===== config.mk =====
export PLATFORM = sky130hd
export DESIGN_NAME = charge_sched_flat
export DESIGN_NICKNAME = d
export VERILOG_FILES = /design/src/rtl/charge_pkg.sv /design/src/rtl/charge_sched_if.sv /design/src/rtl/charge_credit.sv /design/src/rtl/charge_sched.sv /design/src/flat_wrapper.sv
export SDC_FILE = /design/constraint.sdc
export NUM_CORES = 1
export LEC_CHECK = 0
export BUFFER_PORTS_ARGS = -buffer_cell sky130_fd_sc_hd__buf_2
export CAP_MARGIN = 20
export CORE_UTILIZATION = 45
export CTS_CLUSTER_SIZE = 16
export DETAILED_ROUTE_END_ITERATION = 6
export GPL_TIMING_DRIVEN = 0
export MAX_ROUTING_LAYER = met4
export SLEW_MARGIN = 20
export SYNTH_ARGS = -nofsm -noshare
export SYNTH_HDL_FRONTEND = slang
export SYNTH_SLANG_ARGS = --single-unit

===== constraint.sdc =====
create_clock -name clk -period 4.1 [get_ports clk]
set_input_delay 0.615 -clock clk [delete_from_list [all_inputs] [get_ports clk]]
set_output_delay 0.615 -clock clk [all_outputs]
set_load 0.02 [all_outputs]

===== src/rtl/charge_pkg.sv =====
// Shared types, tariff constants and helpers for the charging-station scheduler.
package charge_pkg;

  localparam int CREDIT_W = 5;
  localparam int MIN_W    = 6;

  localparam logic [CREDIT_W-1:0] CREDIT_MAX = 5'd20;

  localparam logic [MIN_W-1:0] TARIFF_5  = 6'd5;
  localparam logic [MIN_W-1:0] TARIFF_10 = 6'd10;
  localparam logic [MIN_W-1:0] TARIFF_15 = 6'd30;
  localparam logic [MIN_W-1:0] TARIFF_20 = 6'd40;

  typedef enum logic [1:0] {ST_IDLE, ST_LOAD, ST_CHARGE, ST_DONE} state_e;

  typedef struct packed {
    logic [3:0] tens;
    logic [3:0] units;
  } bcd_t;

  function automatic logic [MIN_W-1:0] tariff(input logic [CREDIT_W-1:0] credit);
    case (credit)
      5'd5:    tariff = TARIFF_5;
      5'd10:   tariff = TARIFF_10;
      5'd15:   tariff = TARIFF_15;
      5'd20:   tariff = TARIFF_20;
      default: tariff = '0;
    endcase
  endfunction

  // Values never exceed 63, so the tens digit always fits in 4 bits.
  function automatic bcd_t to_bcd(input logic [MIN_W-1:0] v);
    logic [MIN_W-1:0] t;
    t            = v / MIN_W'(10);
    to_bcd.tens  = 4'(t);
    to_bcd.units = 4'(v - t * MIN_W'(10));
  endfunction

endpackage


===== src/rtl/charge_sched_if.sv =====
// Front-end / display bus of the charge scheduler. CHARGE_REFUND_EN adds the refund outputs.
interface charge_sched_if #(parameter int NPORT = 2);
  import charge_pkg::*;

  logic [NPORT-1:0] coin5;
  logic [NPORT-1:0] coin10;
  logic [NPORT-1:0] start;
  logic [NPORT-1:0] cancel;
  logic [1:0]       disp_sel;
  logic [NPORT-1:0] grant;
  logic             on;
  logic [NPORT-1:0] reject;
  logic [3:0]       min2;
  logic [3:0]       min1;
  logic [3:0]       money2;
  logic [3:0]       money1;

`ifdef CHARGE_REFUND_EN
  logic                refund_valid;
  logic [CREDIT_W-1:0] refund_amt;

  modport master (output coin5, coin10, start, cancel, disp_sel,
                  input  grant, on, reject, min2, min1, money2, money1,
                         refund_valid, refund_amt);
  modport slave  (input  coin5, coin10, start, cancel, disp_sel,
                  output grant, on, reject, min2, min1, money2, money1,
                         refund_valid, refund_amt);
`else
  modport master (output coin5, coin10, start, cancel, disp_sel,
                  input  grant, on, reject, min2, min1, money2, money1);
  modport slave  (input  coin5, coin10, start, cancel, disp_sel,
                  output grant, on, reject, min2, min1, money2, money1);
`endif

endinterface


===== src/rtl/charge_credit.sv =====
// Per-bay coin credit: add/overflow-reject, request latch, clear on load or cancel.
module charge_credit
  import charge_pkg::*;
(
  input  logic                clk,
  input  logic                rst,
  input  logic                coin5,
  input  logic                coin10,
  input  logic                start,
  input  logic                cancel,
  input  logic                load,
  output logic [CREDIT_W-1:0] credit,
  output logic                req,
  output logic                reject
);

  logic [CREDIT_W-1:0] add;
  logic [CREDIT_W:0]   sum;
  logic                over;

  always_comb begin
    add = '0;
    if (coin5)  add = add + CREDIT_W'(5);
    if (coin10) add = add + CREDIT_W'(10);
    sum  = {1'b0, credit} + {1'b0, add};
    over = sum > {1'b0, CREDIT_MAX};
  end

  always_ff @(posedge clk or posedge rst) begin
    if (rst) begin
      credit <= '0;
      req    <= 1'b0;
      reject <= 1'b0;
    end else begin
      reject <= 1'b0;
      if (cancel) begin
        credit <= '0;
        req    <= 1'b0;
      end else if (load) begin
        // a coin landing in the load cycle is kept as fresh credit
        credit <= add;
        req    <= 1'b0;
      end else begin
        if (coin5 || coin10) begin
          if (over) reject <= 1'b1;
          else      credit <= sum[CREDIT_W-1:0];
        end
        if (start && credit != '0) req <= 1'b1;
      end
    end
  end

endmodule


===== src/rtl/charge_sched.sv =====
// Round-robin charge scheduler: one shared charger, per-bay credit, minute countdown.
// Optional refund on cancel when CHARGE_REFUND_EN is defined.
module charge_sched
  import charge_pkg::*;
#(
  parameter int NPORT    = 2,
  parameter int TICK_DIV = 60
)(
  input  logic          clk,
  input  logic          rst,
  charge_sched_if.slave bus
);

  localparam int IDX_W = (NPORT > 1) ? $clog2(NPORT) : 1;
  localparam int PS_W  = $clog2(TICK_DIV);

  typedef logic [IDX_W-1:0] idx_t;

  state_e                            state;
  idx_t                              sel, ptr, pick;
  logic                              found;
  logic [NPORT-1:0][CREDIT_W-1:0]    credit;
  logic [NPORT-1:0]                  req, elig, load;
  logic [MIN_W-1:0]                  remaining;
  logic [PS_W-1:0]                   presc;
  logic [CREDIT_W-1:0]               shown;
  bcd_t                              min_bcd, money_bcd;
`ifdef CHARGE_REFUND_EN
  logic                              sess_long;
`endif

  for (genvar i = 0; i < NPORT; i++) begin : g_bay
    charge_credit u_credit (
      .clk    (clk),
      .rst    (rst),
      .coin5  (bus.coin5[i]),
      .coin10 (bus.coin10[i]),
      .start  (bus.start[i]),
      .cancel (bus.cancel[i]),
      .load   (load[i]),
      .credit (credit[i]),
      .req    (req[i]),
      .reject (bus.reject[i])
    );
    // a start in the same cycle counts, so LOAD follows the start edge directly
    assign elig[i] = (req[i] | bus.start[i]) & (credit[i] != '0) & ~bus.cancel[i];
    assign load[i] = (state == ST_LOAD) && (sel == idx_t'(i));
  end

  // Scan from ptr upward; descending loop so the nearest bay is written last.
  always_comb begin
    idx_t j;
    j     = '0;
    pick  = ptr;
    found = 1'b0;
    for (int k = NPORT - 1; k >= 0; k--) begin
      j = idx_t'((int'(ptr) + k) % NPORT);
      if (elig[j]) begin
        pick  = j;
        found = 1'b1;
      end
    end
  end

  always_ff @(posedge clk or posedge rst) begin
    if (rst) begin
      state     <= ST_IDLE;
      sel       <= '0;
      ptr       <= '0;
      remaining <= '0;
      presc     <= '0;
      bus.grant <= '0;
      bus.on    <= 1'b0;
`ifdef CHARGE_REFUND_EN
      sess_long        <= 1'b0;
      bus.refund_valid <= 1'b0;
      bus.refund_amt   <= '0;
`endif
    end else begin
`ifdef CHARGE_REFUND_EN
      bus.refund_valid <= 1'b0;
      bus.refund_amt   <= '0;
`endif
      case (state)
        ST_IDLE: begin
          if (found) begin
            sel   <= pick;
            state <= ST_LOAD;
          end
        end
        ST_LOAD: begin
          if (bus.cancel[sel]) begin
            state <= ST_DONE;
          end else begin
            bus.grant <= NPORT'(1) << sel;
            bus.on    <= 1'b1;
            remaining <= tariff(credit[sel]);
            presc     <= '0;
`ifdef CHARGE_REFUND_EN
            sess_long <= tariff(credit[sel]) > TARIFF_10;
`endif
            state     <= ST_CHARGE;
          end
        end
        ST_CHARGE: begin
          if (bus.cancel[sel]) begin
            bus.on    <= 1'b0;
            remaining <= '0;
            state     <= ST_DONE;
`ifdef CHARGE_REFUND_EN
            bus.refund_valid <= 1'b1;
            bus.refund_amt   <= sess_long ? CREDIT_W'(remaining >> 1) : CREDIT_W'(remaining);
`endif
          end else if (presc == PS_W'(TICK_DIV - 1)) begin
            presc     <= '0;
            remaining <= remaining - 1'b1;
            if (remaining == MIN_W'(1)) begin
              bus.on <= 1'b0;
              state  <= ST_DONE;
            end
          end else begin
            presc <= presc + 1'b1;
          end
        end
        ST_DONE: begin
          bus.grant <= '0;
          ptr       <= (sel == idx_t'(NPORT - 1)) ? '0 : sel + 1'b1;
          state     <= ST_IDLE;
        end
        default: state <= ST_IDLE;
      endcase
    end
  end

  always_comb begin
    shown = '0;
    for (int k = 0; k < NPORT; k++)
      if (bus.disp_sel == 2'(k)) shown = credit[k];
  end

  assign min_bcd    = to_bcd(remaining);
  assign money_bcd  = to_bcd(MIN_W'(shown));
  assign bus.min2   = min_bcd.tens;
  assign bus.min1   = min_bcd.units;
  assign bus.money2 = money_bcd.tens;
  assign bus.money1 = money_bcd.units;

endmodule


===== src/flat_wrapper.sv =====
// flat-port wrapper written by rule: the top's interface ports become plain ports
module charge_sched_flat import charge_pkg::*;
#(
  parameter int NPORT    = 2,
  parameter int TICK_DIV = 60
)
  (clk, rst, bus_coin5, bus_coin10, bus_start, bus_cancel, bus_disp_sel, bus_grant, bus_on, bus_reject, bus_min2, bus_min1, bus_money2, bus_money1);
  charge_sched_if #(.NPORT(NPORT)) bus_i ();
  input  logic clk;
  input  logic rst;
  input wire logic [$bits(bus_i.coin5)-1:0] bus_coin5;
  input wire logic [$bits(bus_i.coin10)-1:0] bus_coin10;
  input wire logic [$bits(bus_i.start)-1:0] bus_start;
  input wire logic [$bits(bus_i.cancel)-1:0] bus_cancel;
  input wire logic [$bits(bus_i.disp_sel)-1:0] bus_disp_sel;
  output wire logic [$bits(bus_i.grant)-1:0] bus_grant;
  output wire logic [$bits(bus_i.on)-1:0] bus_on;
  output wire logic [$bits(bus_i.reject)-1:0] bus_reject;
  output wire logic [$bits(bus_i.min2)-1:0] bus_min2;
  output wire logic [$bits(bus_i.min1)-1:0] bus_min1;
  output wire logic [$bits(bus_i.money2)-1:0] bus_money2;
  output wire logic [$bits(bus_i.money1)-1:0] bus_money1;
  assign bus_i.coin5 = bus_coin5;
  assign bus_i.coin10 = bus_coin10;
  assign bus_i.start = bus_start;
  assign bus_i.cancel = bus_cancel;
  assign bus_i.disp_sel = bus_disp_sel;
  assign bus_grant = bus_i.grant;
  assign bus_on = bus_i.on;
  assign bus_reject = bus_i.reject;
  assign bus_min2 = bus_i.min2;
  assign bus_min1 = bus_i.min1;
  assign bus_money2 = bus_i.money2;
  assign bus_money1 = bus_i.money1;
  charge_sched #(.NPORT(NPORT), .TICK_DIV(TICK_DIV)) u_core (.clk(clk), .rst(rst), .bus(bus_i));
endmodule

* Word level (Yosys, flattened, before mapping)
Index checks and enable logic that the tools add are counted.
Operators by class: eq/ne operators 17, bitwise gates (word level) 9, order comparisons 5, div/mod/pow operators 2, add/subtract/negate cells 10, reduce and logical (&&, ||, !) cells 24, muxes and demuxes 63, shift-type cells 1, multiply operators 2
Operators by type and width (count):
- $mux W5 | 14
- $mux W6 | 6
- $mux W1 | 30
- $pmux W6 S2 | 2
- $pmux W6 S4 | 1
- $add A5 B5 Y6 | 2
- $gt A6 B5 Y1 const B | 2
- $mul A6 B3 Y3 const B | 2
- $reduce_bool A3 Y1 | 4
- $add A3 B4 Y5 const B | 2
- $eq A5 B4 Y1 const B | 2
- $mux W2 | 5
- $reduce_bool A5 Y1 | 2
- $reduce_and A3 Y1 | 3
- $pmux W2 S4 | 1
- $reduce_and A2 Y1 | 4
- $sub A4 B4 Y4 | 2
- $add A6 B1 Y6 const B | 1
- $div A5 B4 Y6 const B | 1
- $div A6 B4 Y6 const B | 1
- $eq A6 B1 Y1 const B | 1
- $eq A6 B6 Y1 const B | 1
- $lt A1 B2 Y1 const B | 3
- $mux W3 | 2
- 21 further kinds | 39
Storage, ports and cells: output and inout port bits 21, input bits 12, register bits after elaboration 33, logic and storage cells 146

* Longest topological paths before layout
word-level depth 9, gate-level depth with buffers 17, gate-level depth less buffers 16

* Hierarchy
From an unflattened synthesis, not the netlist that was laid out.
Second synthesis, totals: cells, all modules 343, area total of the unflattened synthesis 3007.9 um2
By module, submodules not included:
- charge_sched | cells an instance 213, area each 1799.2 um2, times used 1
- charge_credit | cells an instance 65, area each 604.3 um2, times used 2

* Least setup slack after synthesis
OpenSTA, ideal clock, no wires.
path kind input to output, start point in bus_disp_sel[0], end point out bus_money1[3], arrival time 3577 ps, stages 17, path slack -92 ps, path buffers 1, data required time 3485 ps, cell sequence buf_2 mux2i_1 nor2_1 inv_1 ha_1 o31ai_1 nand2_1 and2_1 inv_1 ha_1 o21ai_0 a21oi_1 a21oi_1 ha_1 fa_1 xnor2_1 xnor2_1
On the way: word-level cells in the longest chain between the ends 6, elaborated cells between the ends (all ways) 7
Ends and longest elaborated chain:
- start: declaration | line flat_wrapper.sv:15 | input wire logic [$bits(bus_i.disp_sel)-1:0] bus_disp_sel;
- $logic_not A2 Y1 | line charge_sched.sv:138 | if (bus.disp_sel == 2'(k)) shown = credit[k];
- $mux W5 | line charge_sched.sv:138
- $mux W5 * | line charge_sched.sv:138
- $div A5 B4 Y6 * | line charge_pkg.sv:34 | t = v / MIN_W'(10);
- via bus_money2[1] | line flat_wrapper.sv:21 | output wire logic [$bits(bus_i.money2)-1:0] bus_money2;
- $mul A6 B3 Y3 * | line charge_pkg.sv:36 | to_bcd.units = 4'(v - t * MIN_W'(10));
- $sub A4 B4 Y4 * | line charge_pkg.sv:36
- end: declaration | line flat_wrapper.sv:22 | output wire logic [$bits(bus_i.money1)-1:0] bus_money1;
Mark *: on every way through the listed nets, which the timed path passes. The rest lies on a longest branch.

* Worst setup path after layout
start point in bus_disp_sel[0], end point out bus_money1[2]
On the way: word-level cells in the longest chain between the ends 6, elaborated cells between the ends (all ways) 7
Ends and longest elaborated chain (line):
- $logic_not A2 Y1 | charge_sched.sv:138
- $mux W5 | charge_sched.sv:138
- $mux W5 * | charge_sched.sv:138
- $div A5 B4 Y6 | charge_pkg.sv:34
- $mul A6 B3 Y3 | charge_pkg.sv:36
- $sub A4 B4 Y4 * | charge_pkg.sv:36
Mark *: on every way between the ends. The rest lies on a longest branch, timed or not.

==> out/results.ini <==
[sta]
setup_tns_ns = 0
tightestPinTransition_ns = 0.717
slew_headroom = 0.521
setup_viol = 0
fin_crit_ns = 3.84
fmax_ghz = 0.260
finalHoldViolCount = 0
finClkSkew_ns = 0.00781
slew_violations = 0
finalCritPeriodShare = 0.936

[die]
row_count = 29
dieArea_um2 = 6870
die_w_um = 82.9
coreArea_um2 = 6350
die_y_um = 82.9
ioPinCount = 33
initial_core_util = 0.464

[clock_network]
h-tree-depth = 2
clock_sinks = 33
cts-root-buf = clkbuf_8
post_cts_buffers = 0
clk_path_buf_depth = 2
clock_latency_ns = 0.30
cts_tree = done
cts_buffers = 5
path_clk_slew_ns = 0.07

[pwr]
p_comb_frac = 0.634
p_per_area_nw_per_um2 = 727
p_clk_frac = 0.132
power_leakage_nw = 1.53
p_seq_frac = 0.234
switching_share = 0.467
ir_drop_mv = 0.602
p_int_mw = 1.29
power_switching_mw = 1.13

[worst_setup_path]
crit_family = adder cells
slowest_stage = fa_2
slowest_delay_ns = 0.42
critPathBufInv = 5
cp_cell_sequence = buf_6 > mux2i_2 > nor2_2 > inv_2 > ha_1 > o31ai_1 > nand2_1 > and2_4 > inv_1 > ha_1 > o21ai_1 > nand2_1 > a21oi_2 > ha_2 > fa_2 > inv_1 > buf_2
endpoint_kind = primary output
critPathKind = in -> out
critPathMaxFanout = 9
start_kind = input pin
critPathArrivalTime_ns = 3.22
cp.required_ns = 3.48

[layout]
nets = 420
syn_to_final_growth_pct = 13.4
fin_cells = 459
antenna_cells = 0
fillers = 602
drive_above_1_share = 0.199
layout_common_cells = nor2_1 (37), dfrtp_1 (30), buf_2 (24), ha_1 (21)
final_common_cell = nor2_1

[outcome]
status = complete, no violations

[logic_synthesis]
ys_types = 52
yosys_warnings = 0
synth_area_leaders = dfrtp_1 (28%), ha_1 (9.8%), nor2_1 (4.8%)
yosysTopAreaCell = dfrtp_1
async_reset_ff_frac = 1.00
synth_edf_count = 0
syn_avg_cell_area_um2 = 8.49
synthesis.area_um2 = 2950
ys_ff_latch = 33
yosysSeqAreaShare = 0.280
ys.flop_type = dfrtp_1
synthCells = 347
synth_top_area_share = 0.280

[detailed_routing]
viasPerCell = 5.61
vias = 2573
post_drt_wl_per_cell_um = 14.3
ant_nets = 0
drcViolationCount = 0
drt-total-wl_mm = 6.55
drt_iter0_drc = 117
first_pass_iters = 4

[worst_hold_path]
min_path_type = in -> async

[grt]
grt_max_degree = 34
track_usage = 0.212
grt_pass1_wl_mm = 11.7
antenna_found_initial = 0
grt_pass1_vias = 2481
grt_overflow = 0

[placement]
gp_congestion = 0.822
io_buffers = 25
placed_cells = 451
dp_hpwl_mm = 4.90

[job]
maxCapViolCount = 0

[cells in the mapped netlist, types with 2 or more instances]
library cell,number
nor2_1,38
dfrtp_1,33
ha_1,23
inv_1,22
a21oi_1,21
o21ai_0,21
nand2_1,20
clkbuf_1,10
nand2b_1,10
mux2_2,9
mux2i_1,9
nand3_1,9
nor3_1,9
xnor2_1,8
nor2b_1,7
or2_2,7
a21o_1,6
a22o_1,6
buf_4,6
o31ai_1,6
a211oi_1,5
a31oi_1,5
fa_1,4
o211ai_1,4
a211o_1,3
a41oi_1,3
nand4b_1,3
nor3b_1,3
nor4b_1,3
nor4bb_1,3
o221ai_1,3
a32oi_1,2
and2_1,2
buf_6,2
o21ai_1,2
o22a_1,2
o2bb2ai_1,2
or4_1,2
[registers in the layout, summed over array words and instances, names as in the netlist, 2 cells and up]
register                      count
u_core.presc                      6
u_core.g_bay.u_credit.reject      2
u_core.bus.grant                  2
u_core.state                      2
u_core.g_bay.u_credit.req         2
u_core.g_bay.u_credit.credit     10
u_core.remaining                  6
[power by group through the flow]
stage / sequential, mW / clock [mW] / combinational [mW]
2_1_floorplan: 0.545 / 0 / 1.20
3_3_place_gp: 0.567 / 0 / 1.50
3_5_place_dp: 0.568 / 0 / 1.52
4_1_cts: 0.562 / 0.330 / 1.53
5_1_grt: 0.588 / 0.342 / 1.75
6_report: 0.568 / 0.321 / 1.54
[stage by stage]
stage                     instance area (µm²)  hold WS [ns]  setup slack (ns)  utilization  power, mW
after global routing                     3340         0.497           -0.0436        0.526       2.68
final                                    3340         0.437             0.261        0.526       2.43
after floorplan                          2960         0.463            0.0513            -       1.75
after CTS                                3310         0.460           0.00711        0.522       2.43
after global placement                   3190         0.478           -0.0458        0.502       2.07
after detailed placement                 3190         0.475           -0.0698        0.502       2.09
[worst paths after layout]
| check | startpoint | endpoint | slack [ns] | cells after the start |
|---|---|---|---|---|
| setup / recovery | bus_disp_sel[0] | bus_money1[2] | 0.26 | 17 |
| hold / removal | rst | u_core.g_bay[0].u_credit.reject$_DFF_PP0_ | 0.44 | 2 |
| setup reg to reg | u_core.g_bay[0].u_credit.credit[0]$_DFFE_PP0P_ | u_core.g_bay[0].u_credit.credit[0]$_DFFE_PP0P_ | 1.56 | 7 |
| hold reg to reg | u_core.bus.on$_DFFE_PP0P_ | u_core.bus.on$_DFFE_PP0P_ | 0.50 | 1 |
| max in group asynchronous | rst | u_core.g_bay[1].u_credit.credit[2]$_DFFE_PP0P_ | 3.16 | 2 |
| min in group clk | u_core.bus.on$_DFFE_PP0P_ | u_core.bus.on$_DFFE_PP0P_ | 0.50 | 1 |
[worst register-to-register path, stage by stage (launching register included)]
cell and delay (ns):
dfrtp_1 0.40, ha_1 0.23, fa_1 0.42, xnor2_1 0.17, o221ai_1 0.24, o211ai_1 0.15
a31oi_1 0.42, mux2_2 0.39
[repair_timing]
| action | in CTS | in global routing |
|---|---|---|
| endpoints found under the setup margin | 1 | 3 |
| pin swaps | 1 | 3 |
| hold buffers | 0 | 0 |
| gates resized for setup | 3 | 14 |
[per-layer routing]
metal  track usage  vias up  part of all wire
li1              -     1304                 -
met1         0.288     1219              0.49
met2         0.324       43              0.47
met3        0.0447        7             0.034
met4        0.0486        0            0.0096
met5             -        -                 0
[kinds of logic (layout without fill, tap and decap cells)]
group                    after synthesis  after routing  synth area share
AO/OA/AOI/OAI                         95             95             0.213
XOR/XNOR                               8              8            0.0238
adder cells (fa/ha/maj)               27             27             0.125
buffers and inverters                 42             75            0.0701
flip-flops                            33             33             0.280
multiplexers                          19             19            0.0701
other                                  1              3           0.00127
AND/OR/NAND/NOR                      122            122             0.216
[cell type report]
class                           count  area (µm²)  area share
Buffer                             20         131      0.0393
Clock buffer                        7        86.3      0.0259
Clock inverter                      1        30.0     0.00899
Inverter                           22        82.6      0.0247
Multi-Input combinational cell    274        1960       0.586
Sequential cell                    33         830       0.248
Tap cell                           77        96.3      0.0288
Timing Repair Buffer               25         128      0.0382
(Power assumes the default switching activity.)
